**src/rtl/result_deskew.sv**
```systemverilog
// result_deskew: realigns the staggered result lanes of the systolic array into whole rows
// and buffers them in a first-word-fall-through FIFO. Define RESULT_DESKEW_MISALIGN_CHECK_EN to flag partial rows.
module result_deskew #(
    parameter int WIDTH      = 32,
    parameter int LANES      = 4,
    parameter int FIFO_DEPTH = 8,
    parameter int ROWS       = 4
) (
    input  logic                          clk,
    input  logic                          rst,
    input  logic [LANES-1:0]              in_valid,
    input  logic [LANES*WIDTH-1:0]        in_data,
    output logic                          out_valid,
    input  logic                          out_ready,
    output logic [LANES*WIDTH-1:0]        out_data,
    output logic                          out_last,
    output logic [$clog2(FIFO_DEPTH):0]   level,
    output logic                          overflow,
    output logic                          misalign
);
    localparam int AW = $clog2(FIFO_DEPTH);
    localparam int CW = (ROWS > 1) ? $clog2(ROWS) : 1;
    localparam logic [AW:0]   FULL_LVL = (AW+1)'(FIFO_DEPTH);
    localparam logic [CW-1:0] LAST_ROW = CW'(ROWS - 1);

    logic [LANES-1:0]       dly_vld;
    logic [LANES*WIDTH-1:0] dly_dat;

    // Stage p0: per-lane delay lines, lane i delayed by LANES-1-i cycles
    genvar gi;
    generate
        for (gi = 0; gi < LANES; gi++) begin : g_lane
            localparam int D = LANES - 1 - gi;
            if (D == 0) begin : g_direct
                assign dly_vld[gi] = in_valid[gi];
                assign dly_dat[gi*WIDTH +: WIDTH] = in_valid[gi] ? in_data[gi*WIDTH +: WIDTH] : '0;
            end else begin : g_delay
                logic [D-1:0]     vld_p0;
                logic [WIDTH-1:0] dat_p0 [D];

                always_ff @(posedge clk) begin
                    if (!rst) begin
                        vld_p0 <= '0;
                        for (int s = 0; s < D; s++) begin
                            dat_p0[s] <= '0;
                        end
                    end else begin
                        vld_p0[0] <= in_valid[gi];
                        dat_p0[0] <= in_valid[gi] ? in_data[gi*WIDTH +: WIDTH] : '0;
                        for (int s = 1; s < D; s++) begin
                            vld_p0[s] <= vld_p0[s-1];
                            dat_p0[s] <= dat_p0[s-1];
                        end
                    end
                end

                assign dly_vld[gi] = vld_p0[D-1];
                assign dly_dat[gi*WIDTH +: WIDTH] = dat_p0[D-1];
            end
        end
    endgenerate

    // Stage p1: aligned row register
    logic [LANES-1:0]       row_vld_p1;
    logic [LANES*WIDTH-1:0] row_dat_p1;

    always_ff @(posedge clk) begin
        if (!rst) begin
            row_vld_p1 <= '0;
            row_dat_p1 <= '0;
        end else begin
            row_vld_p1 <= dly_vld;
            row_dat_p1 <= dly_dat;
        end
    end

    logic all_vld;
    assign all_vld = &row_vld_p1;

    // Stage p2: output FIFO
    logic [LANES*WIDTH-1:0] mem [FIFO_DEPTH];
    logic [AW-1:0]          wr_ptr;
    logic [AW-1:0]          rd_ptr;
    logic [CW-1:0]          row_cnt;
    logic                   empty;
    logic                   full;
    logic                   push;
    logic                   pop;
    logic                   drop;
    logic                   overflow_r;

    assign empty     = (level == '0);
    assign full      = (level == FULL_LVL);
    assign out_valid = !empty;
    assign pop       = out_valid && out_ready;
    // A full FIFO still accepts a row when the head leaves in the same cycle
    assign push      = all_vld && (!full || pop);
    assign drop      = all_vld && full && !pop;
    assign out_data  = empty ? '0 : mem[rd_ptr];
    assign out_last  = out_valid && (row_cnt == LAST_ROW);
    assign overflow  = overflow_r;

    always_ff @(posedge clk) begin
        if (push) begin
            mem[wr_ptr] <= row_dat_p1;
        end
    end

    always_ff @(posedge clk) begin
        if (!rst) begin
            wr_ptr     <= '0;
            rd_ptr     <= '0;
            level      <= '0;
            row_cnt    <= '0;
            overflow_r <= 1'b0;
        end else begin
            if (push) begin
                wr_ptr <= wr_ptr + AW'(1);
            end
            if (pop) begin
                rd_ptr <= rd_ptr + AW'(1);
                if (row_cnt == LAST_ROW) begin
                    row_cnt <= '0;
                end else begin
                    row_cnt <= row_cnt + CW'(1);
                end
            end
            case ({push, pop})
                2'b10:   level <= level + (AW+1)'(1);
                2'b01:   level <= level - (AW+1)'(1);
                default: level <= level;
            endcase
            if (drop) begin
                overflow_r <= 1'b1;
            end
        end
    end

`ifdef RESULT_DESKEW_MISALIGN_CHECK_EN
    logic part_vld;
    logic misalign_r;

    assign part_vld = (|row_vld_p1) && !all_vld;
    assign misalign = misalign_r;

    always_ff @(posedge clk) begin
        if (!rst) begin
            misalign_r <= 1'b0;
        end else if (part_vld) begin
            misalign_r <= 1'b1;
        end
    end
`else
    assign misalign = 1'b0;
`endif

endmodule

```
**config.mk**
```make
export PLATFORM = sky130hd
export DESIGN_NAME = result_deskew
export DESIGN_NICKNAME = d
export VERILOG_FILES = /design/src/rtl/result_deskew.sv
export SDC_FILE = /design/constraint.sdc
export NUM_CORES = 1
export LEC_CHECK = 0
export BUFFER_PORTS_ARGS = -buffer_cell sky130_fd_sc_hd__buf_2
export CAP_MARGIN = 10
export CORE_ASPECT_RATIO = 0.75
export CORE_MARGIN = 2
export CORE_UTILIZATION = 30
export CTS_BUF_LIST = sky130_fd_sc_hd__clkbuf_4 sky130_fd_sc_hd__clkbuf_8 sky130_fd_sc_hd__clkbuf_16
export DETAILED_ROUTE_END_ITERATION = 10
export GPL_TIMING_DRIVEN = 0
export PLACE_DENSITY = 0.48
export SLEW_MARGIN = 0
export SYNTH_ARGS = -nofsm -noshare
export SYNTH_HDL_FRONTEND = slang
export SYNTH_SLANG_ARGS = --single-unit
```
**constraint.sdc**
```tcl
create_clock -name clk -period 18.3 [get_ports clk]
set_input_delay 2.745 -clock clk [delete_from_list [all_inputs] [get_ports clk]]
set_output_delay 2.745 -clock clk [all_outputs]
set_load 0.05 [all_outputs]
```
== Word-level counts from Yosys, hierarchy flattened ==
Memories as Yosys holds them, arrays and structs flattened. A register that Yosys moved wholly into a read port is not among the register bits.
Index checks and enable logic that the tools add are counted.
Word-level totals
  register bits after elaboration: 55
  bits in writable memories: 1216
  input port bits: 135
  memories: 4
  word-level logic and storage cells: 64
Operators by class
  eq/ne operators: 4
  $add $sub $neg: 5
  bitwise logic cells: 5
  multiplexer cells: 19
  reductions and logical operators: 17
Memory list
  mem: depth 8, width 128, rd ports 1, clocked after memory_dff 1, write ports 1, line 81  | logic [LANES*WIDTH-1:0] mem [FIFO_DEPTH];
  g_lane[0].g_delay.dat_p0: depth 3, width 32, rd ports 3, clocked after memory_dff 1, write ports 3, line 39  | logic [WIDTH-1:0] dat_p0 [D];
  g_lane[1].g_delay.dat_p0: depth 2, width 32, rd ports 2, clocked after memory_dff 1, write ports 2, line 39
  g_lane[2].g_delay.dat_p0: depth 1, width 32, rd ports 1, clocked after memory_dff 1, write ports 1, line 39
Operators by type and width (count)
  2-to-1 mux 32 bit: 9
  2-to-1 mux 128 bit: 1
  OR reduction 32 bit: 1
  one-hot mux 4 bit (2 select lines): 1
  adder 3 x 1 -> 3 bit, second input constant: 2
  logical NOT 1 bit: 6
  2-to-1 mux 3 bit: 2
  logical AND 1 bit: 5
  2-to-1 mux 1 bit: 5
  OR 1 bit: 5
  adder 4 x 1 -> 4 bit, second input constant: 1
  == test 2 bit, second input constant: 2
  == test 4 bit, second input constant: 1
  logical NOT 4 bit: 1
  AND reduction 4 bit: 1
  subtractor 4 x 1 -> 4 bit, second input constant: 1
  adder 2 x 1 -> 2 bit, second input constant: 1
  == test 2 x 1 -> 1 bit, second input constant: 1
  2-to-1 mux 2 bit: 1
  AND reduction 2 bit: 1
  nonzero test 2 bit: 1
  logical OR 1 bit: 1

== Depth between registers and ports, before layout ==
  depth in word-level cells: 7
  mapped depth: 8

== Worst setup path after synthesis ==
No wires, ideal clock.
  path kind: input to register
  from: input out_ready
  to: memory mem[0][0] (netlist bit) (enable)
  buffers on the path: 0
  slack: 2.328 ns
  arrival: 15.043 ns
  required time: 17.371 ns
  stages on the path: 3
  path through: nand2b_2 o41ai_4 nor4_1
On the way
  longest elaborated chain between the ends: 5
Ends and longest elaborated chain
  start: declaration: line 14  | input logic out_ready,
  logical AND 1 bit: line 95  | assign pop = out_valid && out_ready;
  logical OR 1 bit: line 97  | assign push = all_vld && (!full || pop);
  logical AND 1 bit: line 97
  2-to-1 mux 1 bit: line 104  | if (push) begin
  2-to-1 mux 1 bit (implied by the code): line 105  | mem[wr_ptr] <= row_dat_p1;
  end: declaration: line 81
Every way passes these cells.

==> flow_summary_export.csv <==
group,metric,value,unit
route,starting_drt_drc_count,1693,
synth,synth_nets,2564,
power,swShare,0.198,
grt,antenna_found_initial,25,
sta,fin_crit,6.21,ns
floorplanning,start_util,0.303,
synth,ys_dominant_reg_cell,"sky130_fd_sc_hd__edfxtp_1",
clock_network,cts_buffers,142,
floorplanning,num_rows,127,
critical_path,timing.critical_path.required,15.55,ns
placed_design,place.gp.congestion,0.708,
route,vias,23600,
placed_design,post-place-cells,4951,
grt,largest_net_degree_at_the_start_of_global_routing,22,
cells_and_area,finish.cell_count_without_fillers,5224,
synth,asyncSetResetFlopFracSynth,0,
route,wirelength,126000,um
synth,syn_area_per_cell,20.1,um2
clock_network,cts_max_path_buffers,3,
power,seq_power_share,0.526,
synth,synth.cells.most_frequent,"1024 x sky130_fd_sc_hd__edfxtp_1, 346 x sky130_fd_sc_hd__dfxtp_1, 256 x sky130_fd_sc_hd__mux4_2, 207 x sky130_fd_sc_hd__and2_1, 132 x sky130_fd_sc_hd__mux2i_1",
min_path,path_type_of_the_worst_min_delay_path,"reg2reg",
power,power.density_cell_area,107,mW/mm2
clock_network,cts.clk_slew.worst_paths,0.06,ns
outcome,status,"complete, no violations",
cells_and_area,fillerInstances,14800,
critical_path,cp_data_arrival_time,3.47,ns
job,drv.max_cap_violation_count,0,
cells_and_area,layout.cell_area.non_filler,0.0592,mm2
placed_design,hpwlAfterDp,84900,um
sta,setup-violations-final,0,
clock_network,cts_tree,"built",
clock_network,clock_tree.htree_level_count,4,
clock_network,clock_tree.root_cell,"sky130_fd_sc_hd__clkbuf_16",
clock_network,numClockSinks,1370,
grt,globalRouteTotalUtil,0.152,
synth,syn-instance-count,2425,
power,intPower,5.10,mW
route,detailedRoute.firstPassIterationCount,5,
critical_path,crit_path_end_kind,"output port",
synth,post_synth_instance_area,0.0487,mm2
route,drt_drc_violations_left,0,
grt,global_route_wire_length_before_repair,179000,um
synth,synth-edff-count,1024,
placed_design,postPlaceCellArea,0.0543,mm2
cells_and_area,layout-drive-gt1-share,0.325,
critical_path,worstPathMaxFanout,10,
synth,ys_types,42,
synth,top_area_cells_in_the_synthesized_netlist,"sky130_fd_sc_hd__edfxtp_1 63%, sky130_fd_sc_hd__dfxtp_1 14%, sky130_fd_sc_hd__mux4_2 12%, sky130_fd_sc_hd__mux2i_1 2.7%, sky130_fd_sc_hd__and2_1 2.7%",
power,clkPwrFrac,0.462,
synth,yosysWarningCount,0,
cells_and_area,final_nets,3106,
grt,grt_remaining_overflow,0,
synth,ys_seq_elements,1370,
floorplanning,io_pins,271,
power,power_leakage,19.4,nW
power,combPwrFrac,0.011,
sta,min_period_over_period,0.340,
floorplanning,fp.dieArea,0.165,mm2
floorplanning,core_area,0.160,mm2
sta,worst_slew_margin_rel,0.230,
sta,report.final.hold_viol_count,0,
route,drt.antenna.violating_nets,0,
placed_design,port_buffers,268,
synth,synth_sequential_area_ratio,0.774,
sta,rsz_0062_raised_after_global_routing,"false",
clock_network,clock_latency,0.77,ns
floorplanning,die_height,353,um
clock_network,postCtsSetupRepairBufs,0,
cells_and_area,area.growth.synth_to_final,21.6,%
critical_path,reg2regPathDepth,11,
grt,first_global_vias,25500,
power,peakVddDrop,0.0000907,V
critical_path,startpoint_type,"register",
floorplanning,die_w,469,um
route,wire_per_inst,24.1,um
sta,final.hold.worst_slack,0.421,ns
route,post_drt_via_cell_ratio,4.51,
min_path,hold_path_startpoint,"g_lane[0].g_delay.dat_p0[0][14]",
sta,max_freq,161,MHz
sta,fin_skew,0.0269,ns
synth,synth_largest_area_cell,"sky130_fd_sc_hd__edfxtp_1",
sta,finalMaxSlewViolations,0,
synth,synth_largest_type_area_fraction,0.632,
min_path,hold_depth,1,
clock_network,postCtsHoldBufs,0,
synth,post-synth-top-count-cell,"sky130_fd_sc_hd__edfxtp_1",
clock_network,cts_repair_resize_count,0,
critical_path,crit-reg2reg-launch,"row_vld_p1[3]",
power,p_sw,1.26,mW
critical_path,criticalPathCategory,"reg2out",
sta,timing_worst_slew_pin_value,1.15,ns
-- flip-flops by register name, summed over array words and instances, names as in the netlist, named ones only --
signal                 flops
row_cnt                    2
mem                     1024
row_dat_p1               128
wr_ptr                     3
overflow                   1
g_lane.g_delay.dat_p0    192
level                      4
rd_ptr                     3
g_lane.g_delay.vld_p0      6
row_vld_p1                 4
-- worst max-delay path: stages (launching register included) --
cell and delay (ns):
sky130_fd_sc_hd__dfxtp_1 0.37, sky130_fd_sc_hd__clkbuf_1 0.53, sky130_fd_sc_hd__buf_8 0.23, sky130_fd_sc_hd__buf_2 0.39, sky130_fd_sc_hd__mux4_2 0.39, sky130_fd_sc_hd__mux2i_1 0.45, sky130_fd_sc_hd__nor2_1 0.11, sky130_fd_sc_hd__buf_2 0.24
-- layout make-up --
class                   instances  area [um2]  share of cell area
flip-flops and latches       1370       37700               0.637
plain buffers                 140         868              0.0147
multi-input cells             913       10200               0.172
clock buffers                 199        4150              0.0701
diodes                          9        22.5            0.000381
repair buffers                398        2960              0.0500
well taps                    2128        2660              0.0450
clock inverters                65         674              0.0114
inverters                       2        7.51            0.000127
-- worst paths after layout --
check | to | slack [ns]
worst max-delay path | out_data[65] | 12.09
worst min-delay path | g_lane[0].g_delay.dat_p0[1][14] | 0.42
worst max register to register | mem[4][80] | 14.83
worst min register to register | g_lane[0].g_delay.dat_p0[1][14] | 0.42
-- cells by family after synthesis --
kind of cell	after synthesis	synth area share
mux	388	0.146
flops	1370	0.774
xor+xnor	4	0.000720
buf+inv	142	0.0179
fa+ha+maj	4	0.00103
other cells	1	0.0000771
simple gates	502	0.0573
compound gates	14	0.00301
-- cell usage in the layout, fill, tap and decap left out, types with 19 or more instances in the layout --
cell type and n:
sky130_fd_sc_hd__edfxtp_1 1024, sky130_fd_sc_hd__dfxtp_1 346, sky130_fd_sc_hd__buf_2 320, sky130_fd_sc_hd__mux4_2 256, sky130_fd_sc_hd__and2_1 207, sky130_fd_sc_hd__clkbuf_16 147, sky130_fd_sc_hd__mux2i_1 132, sky130_fd_sc_hd__nor2_1 128
sky130_fd_sc_hd__and3_1 128, sky130_fd_sc_hd__buf_6 82, sky130_fd_sc_hd__clkbuf_1 50, sky130_fd_sc_hd__clkbuf_4 39, sky130_fd_sc_hd__buf_4 32, sky130_fd_sc_hd__buf_8 26, sky130_fd_sc_hd__buf_12 20, sky130_fd_sc_hd__clkinv_1 19
-- per-stage QoR --
stage	utilization	setup WS [ns]	total power, mW	setup TNS (ns)
4_1_cts	0.369	11.86	6.44	0
3_3_place_gp	0.328	-14.55	3.49	-5297.68
3_5_place_dp	0.339	12.51	3.49	0
5_1_grt	0.369	11.79	6.58	0
6_report	0.369	12.09	6.36	0
2_1_floorplan	-	2.33	3.44	0
-- per-layer routing --
metal	routed length, um	share of wire	global-route usage	vias up
met4	3140	0.025	0.0501	0
li1	-	-	-	10600
met1	54500	0.43	0.197	12300
met2	62800	0.50	0.255	521
met5	0	0	0	-
met3	5580	0.044	0.0284	167
-- power groups by stage --
| stage | Sequential, mW | Combinational [mW] | Clock (mW) |
|---|---|---|---|
| 6_report | 3.35 | 0.0730 | 2.94 |
| 5_1_grt | 3.35 | 0.0808 | 3.15 |
| 4_1_cts | 3.35 | 0.0768 | 3.02 |
| 3_5_place_dp | 3.41 | 0.0764 | 0 |
| 3_3_place_gp | 3.41 | 0.0752 | 0 |
| 2_1_floorplan | 3.41 | 0.0315 | 0 |
(Power assumes the default switching activity.)
